File: src/rtl/cache_pkg.sv
// Shared cache types and default geometry for the instruction cache set and its refill engine.
package cache_pkg;

  localparam int unsigned DEF_N_CACHELINE_LENGTH = 4;
  localparam int unsigned DEF_N_CACHELINES       = 8;
  localparam int unsigned DEF_BITSIZE            = 32;

  typedef enum logic [1:0] {
    IDLE,
    REQ,
    WAIT,
    WRITE
  } refill_state_e;

endpackage

File: src/rtl/icache_refill_if.sv
// Single-outstanding word-read bus between the refill engine (master) and memory (slave).
interface icache_refill_if #(
  parameter int unsigned BITSIZE = 32
);

  logic               mem_req_o;
  logic [31:0]        mem_addr_o;
  logic               mem_gnt_i;
  logic               mem_rvalid_i;
  logic [BITSIZE-1:0] mem_rdata_i;

  modport master (
    output mem_req_o,
    output mem_addr_o,
    input  mem_gnt_i,
    input  mem_rvalid_i,
    input  mem_rdata_i
  );

  modport slave (
    input  mem_req_o,
    input  mem_addr_o,
    output mem_gnt_i,
    output mem_rvalid_i,
    output mem_rdata_i
  );

endinterface

File: src/rtl/icache_refill.sv
// Instruction cache line refill: fetches one aligned line word by word, then strobes a
// round-robin victim slot in the cache set.
module icache_refill
  import cache_pkg::*;
#(
  parameter int unsigned N_CACHELINE_LENGTH = DEF_N_CACHELINE_LENGTH,
  parameter int unsigned N_CACHELINES       = DEF_N_CACHELINES,
  parameter int unsigned BITSIZE            = DEF_BITSIZE
) (
  input  logic                                  clk,
  input  logic                                  rst_i,
  input  logic                                  miss_i,
  input  logic [31:0]                           addr_i,
  icache_refill_if.master                       mem,
  output logic [BITSIZE*N_CACHELINE_LENGTH-1:0] line_o,
  output logic [N_CACHELINES-1:0]               replace_o,
  output logic                                  busy_o,
  output logic                                  done_o
);

  localparam int unsigned     CW          = $clog2(N_CACHELINE_LENGTH);
  localparam int unsigned     VW          = $clog2(N_CACHELINES);
  localparam logic [CW-1:0]   LAST_WORD   = CW'(N_CACHELINE_LENGTH - 1);
  localparam logic [31:0]     OFFSET_MASK = 32'(N_CACHELINE_LENGTH - 1);

  refill_state_e                         state_q;
  refill_state_e                         state_d;
  logic [31:0]                           base_q;
  logic [CW-1:0]                         cnt_q;
  logic [VW-1:0]                         victim_q;
  logic [BITSIZE*N_CACHELINE_LENGTH-1:0] line_q;
  logic                                  last_word;

  assign last_word      = (cnt_q == LAST_WORD);
  assign busy_o         = (state_q != IDLE);
  assign line_o         = line_q;
  // Base is line-aligned, so the sum never carries out of the line.
  assign mem.mem_addr_o = base_q + 32'(cnt_q);

  always_ff @(posedge clk or posedge rst_i) begin
    if (rst_i) state_q <= IDLE;
    else       state_q <= state_d;
  end

  always_comb begin
    state_d       = state_q;
    mem.mem_req_o = 1'b0;
    replace_o     = '0;
    done_o        = 1'b0;
    case (state_q)
      IDLE: begin
        if (miss_i) state_d = REQ;
      end
      REQ: begin
        mem.mem_req_o = 1'b1;
        if (mem.mem_gnt_i) state_d = WAIT;
      end
      WAIT: begin
        if (mem.mem_rvalid_i) state_d = last_word ? WRITE : REQ;
      end
      WRITE: begin
        replace_o[victim_q] = 1'b1;
        done_o              = 1'b1;
        state_d             = IDLE;
      end
      default: state_d = IDLE;
    endcase
  end

  always_ff @(posedge clk or posedge rst_i) begin
    if (rst_i) begin
      base_q   <= '0;
      cnt_q    <= '0;
      victim_q <= '0;
      line_q   <= '0;
    end else begin
      case (state_q)
        IDLE: begin
          if (miss_i) begin
            base_q <= addr_i & ~OFFSET_MASK;
            cnt_q  <= '0;
          end
        end
        WAIT: begin
          if (mem.mem_rvalid_i) begin
            line_q[cnt_q * BITSIZE +: BITSIZE] <= mem.mem_rdata_i;
            if (!last_word) cnt_q <= cnt_q + 1'b1;
          end
        end
        WRITE: begin
          victim_q <= victim_q + 1'b1;
        end
        default: ;
      endcase
    end
  end

endmodule

File: src/flat_wrapper.sv
// flat-port wrapper written by rule: the top's interface ports become plain ports
module icache_refill_flat import cache_pkg::*;
#(
  parameter int unsigned N_CACHELINE_LENGTH = DEF_N_CACHELINE_LENGTH,
  parameter int unsigned N_CACHELINES       = DEF_N_CACHELINES,
  parameter int unsigned BITSIZE            = DEF_BITSIZE
)
  (clk, rst_i, miss_i, addr_i, line_o, replace_o, busy_o, done_o, mem_mem_req_o, mem_mem_addr_o, mem_mem_gnt_i, mem_mem_rvalid_i, mem_mem_rdata_i);
  icache_refill_if #(.BITSIZE(BITSIZE)) mem_i ();
  input  logic clk;
  input  logic rst_i;
  input  logic miss_i;
  input  logic [31:0] addr_i;
  output logic [BITSIZE*N_CACHELINE_LENGTH-1:0] line_o;
  output logic [N_CACHELINES-1:0] replace_o;
  output logic busy_o;
  output logic done_o;
  output wire logic [$bits(mem_i.mem_req_o)-1:0] mem_mem_req_o;
  output wire logic [$bits(mem_i.mem_addr_o)-1:0] mem_mem_addr_o;
  input wire logic [$bits(mem_i.mem_gnt_i)-1:0] mem_mem_gnt_i;
  input wire logic [$bits(mem_i.mem_rvalid_i)-1:0] mem_mem_rvalid_i;
  input wire logic [$bits(mem_i.mem_rdata_i)-1:0] mem_mem_rdata_i;
  assign mem_mem_req_o = mem_i.mem_req_o;
  assign mem_mem_addr_o = mem_i.mem_addr_o;
  assign mem_i.mem_gnt_i = mem_mem_gnt_i;
  assign mem_i.mem_rvalid_i = mem_mem_rvalid_i;
  assign mem_i.mem_rdata_i = mem_mem_rdata_i;
  icache_refill #(.N_CACHELINE_LENGTH(N_CACHELINE_LENGTH), .N_CACHELINES(N_CACHELINES), .BITSIZE(BITSIZE)) u_core (.clk(clk), .rst_i(rst_i), .miss_i(miss_i), .addr_i(addr_i), .mem(mem_i), .line_o(line_o), .replace_o(replace_o), .busy_o(busy_o), .done_o(done_o));
endmodule
File: config.mk
export PLATFORM = sky130hd
export DESIGN_NAME = icache_refill_flat
export DESIGN_NICKNAME = d
export VERILOG_FILES = /design/src/rtl/cache_pkg.sv /design/src/rtl/icache_refill_if.sv /design/src/rtl/icache_refill.sv /design/src/flat_wrapper.sv
export SDC_FILE = /design/constraint.sdc
export NUM_CORES = 1
export LEC_CHECK = 0
export CAP_MARGIN = 20
export CORE_MARGIN = 4
export CORE_UTILIZATION = 41
export CTS_BUF_LIST = sky130_fd_sc_hd__clkbuf_4 sky130_fd_sc_hd__clkbuf_8
export DETAILED_ROUTE_END_ITERATION = 12
export GPL_ROUTABILITY_DRIVEN = 0
export PLACE_DENSITY_LB_ADDON = 0.05
export SETUP_SLACK_MARGIN = 0.4
export SLEW_MARGIN = 20
export SYNTH_ARGS = -nofsm -noshare
export SYNTH_HDL_FRONTEND = slang
export SYNTH_SLANG_ARGS = --single-unit
File: constraint.sdc
create_clock -name clk -period 5.6 [get_ports clk]
set_input_delay 0.84 -clock clk [delete_from_list [all_inputs] [get_ports clk]]
set_output_delay 0.84 -clock clk [all_outputs]
set_load 0.01 [all_outputs]
==> tab_implementation.tex, run 1 <==
\begin{tabular}{lr}
\hline
Metric & Value \\
\hline
\multicolumn{2}{l}{\textbf{Min path}} \\
Worst-case hold path end point & u\_core.line\_o[25]\$\_DFFE\_PP0P\_ \\
Critical hold path startpoint & u\_core.line\_o[25]\$\_DFFE\_PP0P\_ \\
HP Class & flop to flop \\
Number of cells on the worst hold path & 2 \\
\multicolumn{2}{l}{\textbf{Finish}} \\
Fill cell count & 1,173 \\
Net total in the final layout & 788 \\
Commonest cells after routing, fill and taps aside & clkdlybuf4s50\_1 (237), dfrtp\_1 (165), a22o\_1 (98) \\
Fraction of layout cells with a size suffix above 1 & 11.7\% \\
Area overhead of the layout relative to synthesis & 47.9\% \\
Final std cells w/o fill & 909 \\
Area of the multi-input gates & 0.00200 mm\^{}2 \\
Most common cell after layout, fill and taps aside & clkdlybuf4s50\_1 \\
Area occupied by registers & 0.00413 mm\^{}2 \\
Diode insertion count for antenna repair & 0 \\
\multicolumn{2}{l}{\textbf{Clock tree}} \\
Number of buffers added to fix hold violations after cts & 0 \\
\# H-tree levels & 4 \\
Bufs on Longest Clock Path & 2 \\
Cell at the root of the clock tree & clkbuf\_8 \\
Clock Sink Count & 165 \\
Clk slew on worst S/H paths & 0.08 ns \\
Number of gates resized after CTS & 0 \\
CTS tree & built \\
Clock insertion delay at the later pin of the skew report & 0.45 ns \\
CTS Buf Count & 17 \\
Post-CTS setup buffer count & 0 \\
\multicolumn{2}{l}{\textbf{Global routing}} \\
Number of antenna violations at the first check in global routing & 0 \\
Gr usage total & 20.7\% \\
Remaining global-route overflow & 0 \\
Pin count of the biggest net entering global routing & 166 \\
Most Crowded Layer GR & met2 \\
Global routing usage on met2 & 32.9\% \\
Vias in the first global route & 5,030 \\
Met3 Resource Use GR & 6.60\% \\
Met1 Use GR & 27.4\% \\
First-pass GRT wire length & 28,500 um \\
\multicolumn{2}{l}{\textbf{Critical path}} \\
Path type of the worst setup path & flop to output port \\
Cell chain of the critical path & nand2\_1 > or2\_2 > nor3\_1 > clkdlybuf4s50\_1 \\
Worst endpoint required time & 4.76 ns \\
Number of buffer and inverter instances along the worst setup path & 1 \\
Max stage delay on crit path & 0.66 ns \\
Data arrival time of the worst path & 2.40 ns \\
Cell type of the slowest stage on the worst timing path & dfrtp\_1 \\
Type of origin of the critical path & flop \\
Launch point of the worst reg-to-reg path & u\_core.cnt\_q[0]\$\_DFFE\_PP0P\_ \\
Dominant delay contributor by cell family on the critical path & simple AND/OR/NAND/NOR gates \\
R2R cell count & 6 \\
R2R setup slack & 2.76 ns \\
Element type at the critical path end & output port \\
Reg-to-Reg End & u\_core.line\_o[76]\$\_DFFE\_PP0P\_ \\
Highest net fanout along the worst path & 15 \\
\multicolumn{2}{l}{\textbf{Yosys}} \\
Count of warnings emitted by yosys & 0 \\
Synthesized netlist net count & 553 \\
Library cells used by synthesis & 29 \\
Fraction of synthesized cell area taken by the top area cell type & 65.8\% \\
Seq cells post-synth & 165 \\
Primary FF master, synth & dfrtp\_1 \\
Sequential-to-total area share from yosys stat & 65.8\% \\
Number of synthesized flops with an enable pin & 0 \\
Per-instance average area after synthesis & 13.1 um\^{}2 \\
Gate count after technology mapping & 478 \\
Syn Std Cell Area & 0.00628 mm\^{}2 \\
Top post-synthesis cells by area & dfrtp\_1 (66\%), a22o\_1 (14\%), mux2\_2 (5.7\%), nand2\_1 (4.1\%), o21ai\_0 (2.7\%) \\
Largest area contributor in the netlist & dfrtp\_1 \\
Share of synthesized registers carrying an async set or reset & 100\% \\
\multicolumn{2}{l}{\textbf{Detailed routing}} \\
TritonRoute pass-1 iters & 4 \\
Count of vias placed by the detailed router & 4,756 \\
Iteration-0 DRC Markers & 257 \\
Sum of routed wire length over all layers & 17,700 um \\
Remaining antenna violation count after routing & 0 \\
WL per Instance & 19.4 um \\
Via/cell ratio & 5.23 \\
DRC violations left & 0 \\
\multicolumn{2}{l}{\textbf{Place}} \\
Number of placed instances, taps included & 878 \\
Port Buffers & 237 \\
Hpwl dp & 12,100 um \\
\multicolumn{2}{l}{\textbf{Run status}} \\
Run status & complete, no violations \\
\multicolumn{2}{l}{\textbf{STA}} \\
Maximum clock frequency & 309 MHz \\
Setup TNS Final & 0 ns \\
RSZ-0062 raised after global routing & false \\
Max Transition Viols Final & 0 \\
Transition time of the tightest slew-check pin & 0.960 ns \\
Normalized max-slew margin & 35.4\% \\
Setup violators final & 0 \\
Clock skew after layout & 0.0115 ns \\
Final count of hold timing violations & 0 \\
Final critical delay including setup and external delays & 3.24 ns \\
Ratio of final minimum period to clock period & 57.8\% \\
\multicolumn{2}{l}{\textbf{Power and ir drop}} \\
Psw & 1220 uW \\
Proportion of power drawn by the clock network & 23.5\% \\
Sequential share of power & 41.5\% \\
Switch share & 31.3\% \\
Leak pwr & 0.00414 uW \\
Worst IR Drop VDD & 0.218 mV \\
Internal & 2690 uW \\
Portion of total power attributed to combinational logic & 35.0\% \\
Total power per unit cell area & 421 mW/mm\^{}2 \\
\multicolumn{2}{l}{\textbf{Die}} \\
Die width & 132 um \\
Total I/O pin count & 240 \\
Core footprint & 0.0148 mm\^{}2 \\
Die outline height & 132 um \\
Std-Cell Rows & 44 \\
Floorplan die area & 0.0174 mm\^{}2 \\
Initial Utilization & 42.6\% \\
\multicolumn{2}{l}{\textbf{Job}} \\
Number of maximum-capacitance constraint violations & 0 \\
\hline
\end{tabular}
[final cells by class]
class	count	area share, %
multi-input combinational	275	21.6
clock buffer	24	3.35
sequential	165	44.4
inverter	6	0.283
tap	184	2.48
timing repair buffer	248	26.6
clock inverter	7	1.28
[per-layer routing]
metal,vias to the layer above,routed length [um]
li1,2197,-
met1,2377,7680
met2,162,8500
met3,20,1240
met4,0,244
met5,-,0
[state kept, by name (all words and copies together), names as in the netlist]
name / cells
u_core.base_q: 30
u_core.cnt_q: 2
u_core.line_o: 128
u_core.state_q: 2
u_core.victim_q: 3
[worst min-delay path, stage by stage (launching register included)]
cell,delay (ns)
dfrtp_1,0.35
nand2_1,0.05
o21ai_0,0.06
[worst max-delay path by stage]
| stage | startpoint | cells past startpoint | end |
|---|---|---|---|
| after floorplan | rst_i | 1 | u_core.base_q[10]$_DFFE_PP0P_ |
| after global placement | mem_mem_rvalid_i | 5 | u_core.line_o[3]$_DFFE_PP0P_ |
| after detailed placement | mem_mem_rvalid_i | 6 | u_core.line_o[120]$_DFFE_PP0P_ |
| after CTS | u_core.state_q[1]$_DFFE_PP0P_ | 4 | replace_o[0] |
| after global routing | u_core.state_q[1]$_DFFE_PP0P_ | 4 | replace_o[0] |
| final | u_core.state_q[1]$_DFFE_PP0P_ | 4 | replace_o[0] |
[power groups by stage]
stage | Combinational, uW | Clock (uW) | Sequential (uW)
after detailed placement | 1390 | 0 | 1650
after CTS | 1400 | 940 | 1620
after global routing | 1490 | 989 | 1660
after floorplan | 557 | 0 | 1720
after global placement | 1360 | 0 | 1630
final | 1370 | 920 | 1620
[Yosys cell counts, drive strengths merged (2+ instances only)]
cell and instances:
ha 6, nand4b 4, nand2 69, dfrtp 165, o22ai 2, nor2 9
buf 13, nor3 3, nor4 3, a22o 98, mux2 32, inv 6
nand2b 4, nand3 2, or2 2, o21ai 34, clkbuf 19, nor2b 2
[metrics by stage]
stage / hold slack [ns] / setup slack [ns] / power [uW] / instance area, um^2 / util [%]
detailed placement: 0.469 / 2.42 / 3040 / 8860 / 60.0
global placement: 0.463 / 2.27 / 2990 / 8850 / 60.0
CTS: 0.488 / 2.33 / 3960 / 9290 / 63.0
global route: 0.515 / 2.19 / 4140 / 9290 / 63.0
floorplan: 0.489 / 2.66 / 2280 / 6280 / -
finish: 0.482 / 2.36 / 3910 / 9290 / 63.0
[logic make-up after synthesis]
group           Yosys count  share of synthesized area, %
compound gates          135                          16.7
xor+xnor                  1                         0.139
mux                      32                          5.74
buf+inv                  38                          2.61
flops                   165                          65.8
simple gates            101                          7.87
fa+ha+maj                 6                          1.20
No activity file was read; power rests on OpenSTA's default activity.
==> inputs of run 2 (changes only) <==
- clock period: 5.6 -> 2.6 ns (I/O delays scaled with it)
==> run 2 against run 1 <==
Hold slack worse by 0.084 ns. Critical path depth unchanged. Clock power increased by 120%. Via count grew 1.5%. Count of clock-buffer cells in the layout decreased by 3. Die area is the same. Register-to-register slack got worse by 2.2 ns. Routed wire length rose by 0.88%. Global-route usage increased by 0.25 points. Final cell count up 1.4%. Highest routed layer unchanged.
==> tab_implementation.tex, run 2 (synthesis gave the netlist of run 1 again) <==
\begin{tabular}{lr}
\hline
Metric & Value \\
\hline
\multicolumn{2}{l}{\textbf{Place}} \\
Setup Slack @ Placement & 0.294 ns (-2.13 ns) \\
Hpwl dp & 12,700 um (+4.3\%) \\
Port Buffers & 237 (unchanged) \\
\multicolumn{2}{l}{\textbf{STA}} \\
Final count of hold timing violations & 0 (unchanged) \\
Normalized max-slew margin & 68.0\% (+33 points) \\
Ratio of final minimum period to clock period & 80.7\% \\
Transition time of the tightest slew-check pin & 0.481 ns (-0.479 ns) \\
Max Transition Viols Final & 0 (unchanged) \\
Clock skew after layout & 0.0150 ns (+0.00345 ns) \\
Hold\_ws & 0.398 ns (-0.0840 ns) \\
Fin worst setup slack & 0.501 ns (-1.86 ns) \\
Setup violators final & 0 (unchanged) \\
Maximum clock frequency & 476 MHz \\
Final critical delay including setup and external delays & 2.10 ns \\
Setup TNS Final & 0 ns (unchanged) \\
RSZ-0062 raised after global routing & true \\
\multicolumn{2}{l}{\textbf{Run status}} \\
Run status & complete, no violations \\
\multicolumn{2}{l}{\textbf{Power and ir drop}} \\
Worst IR Drop VDD & 0.463 mV (+110\%) \\
Overall Power & 8560 uW (+120\%) \\
Total power per unit cell area & 908 mW/mm\^{}2 (+120\%) \\
Leak pwr & 0.00427 uW (+3.1\%) \\
\multicolumn{2}{l}{\textbf{Detailed routing}} \\
Remaining antenna violation count after routing & 0 (unchanged) \\
Sum of routed wire length over all layers & 17,800 um (+0.88\%) \\
Via/cell ratio & 5.23 (about the same) \\
DRC violations left & 0 (unchanged) \\
Iteration-0 DRC Markers & 307 (+19\%) \\
Count of vias placed by the detailed router & 4,825 (+1.5\%) \\
TritonRoute pass-1 iters & 5 (+1) \\
WL per Instance & 19.3 um (-0.54\%) \\
\multicolumn{2}{l}{\textbf{Job}} \\
Number of maximum-capacitance constraint violations & 0 (unchanged) \\
\multicolumn{2}{l}{\textbf{Critical path}} \\
Launch point of the worst reg-to-reg path & u\_core.cnt\_q[0]\$\_DFFE\_PP0P\_ \\
Highest net fanout along the worst path & 5 (-10) \\
Capture point of the worst path & replace\_o[0] \\
Element type at the critical path end & output port \\
Worst endpoint required time & 2.21 ns (-2.55 ns) \\
Reg-to-Reg End & u\_core.line\_o[82]\$\_DFFE\_PP0P\_ \\
Data arrival time of the worst path & 1.71 ns (-0.69 ns) \\
Path type of the worst setup path & flop to output port \\
R2R cell count & 6 (unchanged) \\
Type of origin of the critical path & flop \\
R2R setup slack & 0.53 ns (-2.23 ns) \\
Setup crit start & u\_core.state\_q[0]\$\_DFFE\_PP0P\_ \\
\multicolumn{2}{l}{\textbf{Finish}} \\
Final core area utilization & 63.9\% (+0.93 points) \\
Commonest cells after routing, fill and taps aside & clkdlybuf4s50\_1 (228), dfrtp\_1 (164), a22o\_1 (98) \\
Fill cell count & 1,166 (-0.60\%) \\
Fraction of layout cells with a size suffix above 1 & 13.8\% (+2.1 points) \\
Area overhead of the layout relative to synthesis & 50.1\% \\
Diode insertion count for antenna repair & 0 (unchanged) \\
Max FFs per register & 128 (unchanged) \\
Net total in the final layout & 800 (+1.5\%) \\
Most common cell after layout, fill and taps aside & clkdlybuf4s50\_1 \\
\multicolumn{2}{l}{\textbf{Global routing}} \\
Pin count of the biggest net entering global routing & 89 (-46\%) \\
Remaining global-route overflow & 0 (unchanged) \\
First-pass GRT wire length & 28,900 um (+1.5\%) \\
Vias in the first global route & 5,225 (+3.9\%) \\
Gr usage total & 20.9\% (+0.25 points) \\
Number of antenna violations at the first check in global routing & 0 (unchanged) \\
\multicolumn{2}{l}{\textbf{Clock tree}} \\
Clk slew on worst S/H paths & 0.08 ns (about the same) \\
\# H-tree levels & 4 (unchanged) \\
Bufs on Longest Clock Path & 2 (unchanged) \\
Number of buffers added to fix hold violations after cts & 0 (unchanged) \\
CTS Buf Count & 17 (unchanged) \\
Clock insertion delay at the later pin of the skew report & 0.45 ns (about the same) \\
Cell at the root of the clock tree & clkbuf\_8 \\
CTS tree & built \\
Clock Sink Count & 165 (unchanged) \\
\multicolumn{2}{l}{\textbf{Die}} \\
Initial Utilization & 42.6\% (unchanged) \\
Die width & 132 um (unchanged) \\
Std-Cell Rows & 44 (unchanged) \\
Total I/O pin count & 240 (unchanged) \\
Core footprint & 0.0148 mm\^{}2 (unchanged) \\
Die outline height & 132 um (unchanged) \\
Floorplan die area & 0.0174 mm\^{}2 (unchanged) \\
\multicolumn{2}{l}{\textbf{Min path}} \\
HP Class & input port to async pin \\
\hline
\end{tabular}
run 2: cell count changes in the layout (fill, tap and decap cells not counted), sizes merged, moves of 2 or more:
cell           change
buf               +12
clkdlybuf4s50      -9
dlygate4sd2        +7
clkinv             +4
clkbuf             -2
run 2: final cells by class:
| cell class | count | area [um^2] | area share, % |
|---|---|---|---|
| Clock buffer | 21 | 277 | 2.93 |
| Timing Repair Buffer | 260 | 2580 | 27.3 |
| Sequential cell | 165 | 4130 | 43.8 |
| Clock inverter | 11 | 173 | 1.83 |
| Multi-Input combinational cell | 275 | 2010 | 21.4 |
| Tap cell | 184 | 230 | 2.44 |
| Inverter | 6 | 26.3 | 0.279 |
run 2: where the power goes:
group | total [uW] | internal, uW | switching, uW
logic | 3060 | 1630 | 1430
clock network | 2050 | 1120 | 930
registers | 3450 | 3120 | 337
total | 8560 | 5870 | 2690
run 2: through the flow:
step | area [um^2] | cells
floorplan | 6280 | 478
global placement | 8960 | 890
detailed placement | 8960 | 890
CTS | 9410 | 922
global route | 9430 | 922
finish | 9430 | 922
run 2: worst min path at each step:
stage,from,cells past startpoint,endpoint
after floorplan,u_core.victim_q[0]$_DFFE_PP0P_,2,u_core.victim_q[0]$_DFFE_PP0P_
after global placement,u_core.line_o[0]$_DFFE_PP0P_,2,u_core.line_o[0]$_DFFE_PP0P_
after detailed placement,u_core.line_o[19]$_DFFE_PP0P_,2,u_core.line_o[19]$_DFFE_PP0P_
after CTS,rst_i,3,u_core.line_o[15]$_DFFE_PP0P_
after global routing,rst_i,3,u_core.line_o[111]$_DFFE_PP0P_
final,rst_i,3,u_core.line_o[111]$_DFFE_PP0P_
run 2: routing by layer:
metal  track usage [%]  vias up  routed length, um
li1                  -     2220                  -
met1              27.0     2410               7550
met2              34.4      177               8710
met3              6.30       18               1350
met4              6.30        0                211
met5                 0        -                  0
run 2: worst max-delay path: stages (launching register included):
cell and delay (ns):
dfrtp_1 0.37, nand2_1 0.12, or2_2 0.35, nor3_1 0.14
dlygate4sd2_1 0.29
run 2: repair_timing:
| action | CTS | global route |
|---|---|---|
| setup buffers | 0 | 0 |
| endpoints found under the setup margin | 29 | 26 |
| gates resized for setup | 12 | 7 |
